==> src/rtl/queue_arb_pkg.sv <==
// Shared definitions for the queue enqueue arbiter: FSM state encodings and
// width helpers used to size index and counter fields from parameters.
package queue_arb_pkg;

    // Arbitration state encodings (the burst state is only used when
    // QARB_BURST_EN is defined).
    localparam logic [0:0] ST_ARB   = 1'b0;
    localparam logic [0:0] ST_BURST = 1'b1;

    // Bits needed to index 0..n-1, never less than one.
    function automatic int idx_width(input int n);
        return (n > 1) ? $clog2(n) : 1;
    endfunction

    // Bits needed to hold a count 0..n inclusive.
    function automatic int count_width(input int n);
        return (n > 0) ? $clog2(n + 1) : 1;
    endfunction

endpackage

==> src/rtl/queue_enq_arbiter_rr_pick.sv <==
// rr_pick: combinational round-robin search. Starting at ptr and wrapping
// modulo NREQ, returns the first asserted request as a one-hot vector and an
// index, plus a flag saying whether anything was found.
module rr_pick
    import queue_arb_pkg::*;
#(
    parameter int   NREQ = 4,
    localparam int  IW   = idx_width(NREQ)
) (
    input  logic [NREQ-1:0] req,
    input  logic [IW-1:0]   ptr,
    output logic [NREQ-1:0] onehot,
    output logic [IW-1:0]   idx,
    output logic            any
);

    logic [IW-1:0] pos;

    // Walk the requesters from ptr upward and latch onto the first one set.
    always_comb begin
        // NOTE: every output of a combinational block gets a default before
        // any conditional assignment, otherwise synthesis infers a latch.
        onehot = '0;
        idx    = '0;
        any    = 1'b0;
        pos    = '0;
        for (int k = 0; k < NREQ; k++) begin
            pos = IW'((int'(ptr) + k) % NREQ);
            if (!any && req[pos]) begin
                any         = 1'b1;
                idx         = pos;
                onehot[pos] = 1'b1;
            end
        end
    end

endmodule

==> src/rtl/queue_enq_arbiter.sv <==
// queue_enq_arbiter: round-robin sharing of a single queue enqueue port among
// NREQ valid/ready producers, with a shadow occupancy counter and an
// almost_full indication for upstream flow control.
// Optional feature: define QARB_BURST_EN to let a winner keep the port for up
// to BURST_LEN consecutive beats before the pointer moves on.
module queue_enq_arbiter
    import queue_arb_pkg::*;
#(
    parameter int   NREQ      = 4,
    parameter int   DWIDTH    = 32,
    parameter int   Q_DEPTH   = 8,
    parameter int   AF_THRESH = 6,
    parameter int   BURST_LEN = 4,
    localparam int  IW        = idx_width(NREQ),
    localparam int  OW        = count_width(Q_DEPTH)
) (
    input  logic                   clk,
    input  logic                   rstn,
    input  logic                   arb_en,
    input  logic [NREQ-1:0]        req_valid,
    input  logic [NREQ*DWIDTH-1:0] req_data,
    output logic [NREQ-1:0]        req_ready,
    output logic                   q_enq,
    output logic [DWIDTH-1:0]      q_din,
    input  logic                   q_full,
    input  logic                   q_deq,
    output logic [OW-1:0]          occupancy,
    output logic                   almost_full,
    output logic [IW-1:0]          last_grant
);

    // Reject configurations the counters and pointer logic are not sized for.
    if (NREQ < 2 || NREQ > 8 || BURST_LEN < 1 || AF_THRESH > Q_DEPTH) begin : g_param_check
        $error("queue_enq_arbiter: unsupported parameter combination");
    end

    logic [IW-1:0]   rr_ptr;
    logic [NREQ-1:0] eligible;
    logic [NREQ-1:0] pick_onehot;
    logic [IW-1:0]   pick_idx;
    logic            pick_any;
    logic            grant_en;
    logic            occ_inc;
    logic            occ_dec;

    // Pointer value just past index i, wrapping at NREQ.
    function automatic logic [IW-1:0] next_idx(input logic [IW-1:0] i);
        return (i == IW'(NREQ - 1)) ? '0 : i + 1'b1;
    endfunction

    // Grants are also held off while in reset so no producer sees ready
    // from a block whose state is being cleared.
    assign grant_en = rstn & arb_en & ~q_full;

`ifdef QARB_BURST_EN
    localparam int BW = count_width(BURST_LEN);

    logic [0:0]    state;
    logic [IW-1:0] burst_idx;
    logic [BW-1:0] burst_cnt;

    // While bursting only the current owner may be granted.
    always_comb begin
        eligible = req_valid;
        if (state == ST_BURST) begin
            eligible = req_valid & (NREQ'(1) << burst_idx);
        end
    end
`else
    assign eligible = req_valid;
`endif

    rr_pick #(
        .NREQ (NREQ)
    ) u_rr_pick (
        .req    (eligible),
        .ptr    (rr_ptr),
        .onehot (pick_onehot),
        .idx    (pick_idx),
        .any    (pick_any)
    );

    assign req_ready = grant_en ? pick_onehot : '0;
    assign q_enq     = grant_en & pick_any;

    // Route the granted producer's data to the queue; zero when idle.
    always_comb begin
        q_din = '0;
        for (int i = 0; i < NREQ; i++) begin
            if (req_ready[i]) begin
                q_din = q_din | req_data[i*DWIDTH +: DWIDTH];
            end
        end
    end

`ifdef QARB_BURST_EN
    // Pointer, last grant and burst tracking; the pointer only moves when
    // a burst ends (length reached, owner drops valid, or arb_en removed).
    always_ff @(posedge clk or negedge rstn) begin
        // NOTE: sequential state is updated with non-blocking assignments so
        // every flop samples values from before the clock edge.
        if (!rstn) begin
            rr_ptr     <= '0;
            last_grant <= '0;
            state      <= ST_ARB;
            burst_idx  <= '0;
            burst_cnt  <= '0;
        end else begin
            if (q_enq) begin
                last_grant <= pick_idx;
            end
            if (state == ST_ARB) begin
                if (q_enq) begin
                    if (BURST_LEN > 1) begin
                        state     <= ST_BURST;
                        burst_idx <= pick_idx;
                        burst_cnt <= BW'(1);
                    end else begin
                        rr_ptr <= next_idx(pick_idx);
                    end
                end
            end else begin
                if (!arb_en || !req_valid[burst_idx]) begin
                    state     <= ST_ARB;
                    burst_cnt <= '0;
                    rr_ptr    <= next_idx(burst_idx);
                end else if (q_enq) begin
                    if (burst_cnt == BW'(BURST_LEN - 1)) begin
                        state     <= ST_ARB;
                        burst_cnt <= '0;
                        rr_ptr    <= next_idx(burst_idx);
                    end else begin
                        burst_cnt <= burst_cnt + 1'b1;
                    end
                end
                // q_full with valid held: stay in the burst, count unchanged.
            end
        end
    end
`else
    // Every transfer records the winner and moves the pointer past it.
    always_ff @(posedge clk or negedge rstn) begin
        // NOTE: sequential state is updated with non-blocking assignments so
        // every flop samples values from before the clock edge.
        if (!rstn) begin
            rr_ptr     <= '0;
            last_grant <= '0;
        end else if (q_enq) begin
            last_grant <= pick_idx;
            rr_ptr     <= next_idx(pick_idx);
        end
    end
`endif

    // Shadow occupancy: enqueues count up, dequeues count down, and the
    // counter holds at 0 and Q_DEPTH instead of wrapping.
    assign occ_inc = q_enq;
    assign occ_dec = q_deq & (occupancy != '0);

    // Occupancy counter update.
    always_ff @(posedge clk or negedge rstn) begin
        if (!rstn) begin
            occupancy <= '0;
        end else if (occ_inc && !occ_dec) begin
            if (occupancy != OW'(Q_DEPTH)) begin
                occupancy <= occupancy + 1'b1;
            end
        end else if (occ_dec && !occ_inc) begin
            occupancy <= occupancy - 1'b1;
        end
    end

    assign almost_full = (occupancy >= OW'(AF_THRESH));

endmodule

==> config.mk <==
export PLATFORM = sky130hd
export DESIGN_NAME = queue_enq_arbiter
export DESIGN_NICKNAME = d
export VERILOG_FILES = /design/src/rtl/queue_arb_pkg.sv /design/src/rtl/queue_enq_arbiter_rr_pick.sv /design/src/rtl/queue_enq_arbiter.sv
export SDC_FILE = /design/constraint.sdc
export NUM_CORES = 1
export LEC_CHECK = 0
export CAP_MARGIN = 20
export CORE_ASPECT_RATIO = 1.2
export CORE_MARGIN = 3
export CORE_UTILIZATION = 32
export CTS_CLUSTER_DIAMETER = 50
export DETAILED_ROUTE_END_ITERATION = 10
export GPL_TIMING_DRIVEN = 0
export PLACE_DENSITY = 0.93
export SLEW_MARGIN = 20
export SYNTH_ARGS = -nofsm -noshare
export SYNTH_HDL_FRONTEND = slang
export SYNTH_SLANG_ARGS = --single-unit
export TNS_END_PERCENT = 5
==> constraint.sdc <==
create_clock -name clk -period 4.01 [get_ports clk]
set_clock_uncertainty 0.1 [all_clocks]
set_input_delay 1.0025 -clock clk [delete_from_list [all_inputs] [get_ports clk]]
set_output_delay 1.0025 -clock clk [all_outputs]
set_load 0.02 [all_outputs]
==> results.md <==
* Antenna Nets Post-Route at 0
* RR Endpoint: last_grant[1]$_DFFE_PN0P_
* Post-route setup TNS at -4880 ps
* Avg Synthesized Cell Area at 6.95 µm²
* Most numerous cell in the Yosys netlist: o21ai_0
* Syn Std Cell Area at 1990 µm²
* Critical path's slowest cell: mux4_2
* Post-DP HPWL at 8190 µm
* RSZ-0062 raised after global routing: yes
* Pwr/cell area at 402 nW/µm²
* Setup crit end: q_din[18]
* CP arrival at 3170 ps
* Critical path launch point type: input port
* Min-delay worst type: flip-flop to flip-flop
* Gpl congestion at 0.969
* Crit path required time at 2910 ps
* Yosys top cell area share at 0.241
* EDFF count, synth at 0
* Fin crit period at 4270 ps
* Longest Clk Path Bufs at 2
* Total number of vias at 3644
* CORE AREA at 5860 µm²
* Via-to-Cell Ratio at 6.24
* Status: finished, violations left
* Unique cell type count in the Yosys netlist at 44
* Nets at 652
* Slew margin rel. at 0.722
* Seq pwr share at 0.095
* Peak VDD IR at 0.000502 V
* Critical path peak fanout at 7
* Clock power share at 0.049
* Register area share after synthesis at 0.100
* Critical-path cell list: buf_8 > mux4_2 > buf_4 > a21oi_2 > a211oi_4 > buf_6 > buf_6 > clkbuf_8 > o21ai_1 > o2111ai_2 > buf_6
* DRT iter0 DRCs at 298
* Violated checks: setup timing
* Max Freq at 234 MHz
* Clk slew on worst S/H paths at 40 ps
* Yosys warns at 0
* Cell count along the critical path at 11
* Top cells by area, synth: o21ai_0 (24%), o2111ai_1 (14%), dfrtp_1 (10%), inv_1 (7.3%), ha_1 (5.6%)
* CTS Sinks at 8
* Number of remaining DRC errors at 0
* CTS buffer count at 3
* Initial core utilization at 0.341
* Die area at 7220 µm²
* Gr ovfl total at 0
* Worst setup path start: req_valid[2]
* Area growth, synth to finish at 141%
* Std cell rows at 30
* Critical path's most frequent cell: buf_6
* Final Util at 0.820
* IO Pins at 181
* WL/cell at 24.0 µm
* GRT Util Overall at 0.298
* Int Power at 1.01 mW
* Final setup fails at 34
* WS Path Type: input port to output port
* Least-Margin Pin Slew at 416 ps
* Fraction of layout cells with a size suffix above 1 at 0.340
* Crit end category: output port
* Switching pwr at 0.917 mW
* Max cap viols at 0
* CP bufs+invs at 6
* FF+latch count, synth at 8
* Post-Route WL at 14000 µm
* First-pass GRT wire length at 17300 µm
* PortBufs at 180
* P_leak at 2.07 nW
* Number of global-route vias before repair at 3258
* Post-Synthesis Cells at 287
* Final hold vios at 0
* H-tree levels at 1
* Worst-Skew Late Latency at 220 ps
* Synth cell count leaders: o21ai_0 (96), inv_1 (39), o2111ai_1 (32)
* Post-synth ARST share at 1.00
* Final WS setup at -265 ps
* Delay-heaviest family, CP: buffers and inverters
* Critical path's largest stage delay at 540 ps
* Largest net degree at the start of global routing at 11
* Slew Limit Fails at 0
* Clk root buf: clkbuf_8
* Die Y at 92.5 µm
* Ys flop type: dfrtp_1
* TritonCTS clock tree: built
* Switching share of total power at 0.475
* Initial DRT Pass Iterations at 5
* FF-to-FF setup slack at 1220 ps
* Initial antenna violation count at 0
* R2R cell count at 10
* Chip Width at 78.1 µm
* Hold WS at 394 ps
* Comb pwr share at 0.857
* Fin crit share at 1.07
* CTS Hold Bufs at 0
* Syn Nets at 434
* Yosys top cell by area: o21ai_0
[stage by stage]
step                      power [mW]  instances  instance area (µm²)  worst slack [ps]
after floorplan                0.921        287                 1990               132
after global placement          1.42        547                 3900             -1340
after detailed placement        1.45        547                 3900             -1440
after CTS                       1.74        570                 4350             -75.7
after global routing            2.02        583                 4800              -288
final                           1.93        584                 4800              -265
[routing by layer]
layer | GRT usage | part of all wire
met5 | 0 | 0
met4 | 0.114 | 0.073
met3 | 0.0671 | 0.10
met2 | 0.509 | 0.47
met1 | 0.362 | 0.35
[cell families (layout without fill, tap and decap cells)]
group | Yosys count | after routing | share of synthesized area
xor+xnor | 3 | 3 | 0.0132
compound gates | 155 | 155 | 0.487
flops | 8 | 8 | 0.100
simple gates | 36 | 39 | 0.111
buf+inv | 65 | 278 | 0.145
other cells | 0 | 1 | 0
fa+ha+maj | 10 | 10 | 0.0665
mux | 10 | 10 | 0.0772
[power groups by stage]
stage / clock (mW) / combinational (mW) / sequential, mW
5_1_grt: 0.101 / 1.73 / 0.190
3_3_place_gp: 0 / 1.24 / 0.183
3_5_place_dp: 0 / 1.26 / 0.184
4_1_cts: 0.0953 / 1.46 / 0.187
6_report: 0.0945 / 1.65 / 0.182
2_1_floorplan: 0 / 0.715 / 0.206
[worst min-delay path by stage]
stage,start,to,slack [ps],cells past startpoint
after CTS,last_grant[0]$_DFFE_PN0P_,last_grant[0]$_DFFE_PN0P_,390,2
after global placement,last_grant[0]$_DFFE_PN0P_,last_grant[0]$_DFFE_PN0P_,380,2
final,last_grant[0]$_DFFE_PN0P_,last_grant[0]$_DFFE_PN0P_,390,2
after floorplan,last_grant[0]$_DFFE_PN0P_,last_grant[0]$_DFFE_PN0P_,480,2
after detailed placement,last_grant[0]$_DFFE_PN0P_,last_grant[0]$_DFFE_PN0P_,360,2
after global routing,last_grant[0]$_DFFE_PN0P_,last_grant[0]$_DFFE_PN0P_,420,2
[cell usage in the layout (no fill, tap or decap), types with 3 or more instances in the layout]
| master | count |
|---|---|
| dfrtp_1 | 6 |
| ha_1 | 8 |
| nand3b_1 | 4 |
| nor2_1 | 4 |
| a21oi_1 | 6 |
| and3_4 | 3 |
| mux2_2 | 3 |
| nor2b_1 | 3 |
| o21ai_0 | 41 |
| clkbuf_16 | 4 |
| inv_1 | 38 |
| mux2i_1 | 3 |
| o21ai_2 | 19 |
| and3_2 | 3 |
| buf_8 | 10 |
| buf_4 | 31 |
| nand2_1 | 6 |
| xnor2_1 | 3 |
| buf_6 | 40 |
| o2111ai_2 | 20 |
| a21o_1 | 3 |
| o21ai_1 | 38 |
| mux4_2 | 4 |
| clkdlybuf4s50_1 | 138 |
| clkbuf_8 | 9 |
| o2111ai_1 | 11 |
[worst register-to-register path, cell delays in order, from the launching register on]
cell        delay, ps
dfrtp_2           380
buf_6             170
clkinvlp_4        150
ha_4              320
mux4_2            370
buf_4             200
buf_4             140
nor3_1            250
nand3_1           150
and2_1            190
mux2_2            260
[layout make-up]
class                           instances  area (µm²)
Timing Repair Buffer                  211        2180
Multi-Input combinational cell        217        1820
Fill cell                             339        1050
Buffer                                 24         295
Sequential cell                         8         203
Inverter                               40         154
Tap cell                               80         100
Clock buffer                            3        41.3
Antenna cell                            1        2.50
[what timing repair did]
item	CTS	global route
setup buffers	15	2
resized for setup	306	122
pin swaps	14	22
endpoints found under the setup margin	37	37
gates cloned	6	11
Note: power is estimated with default switching activity, not from simulation.
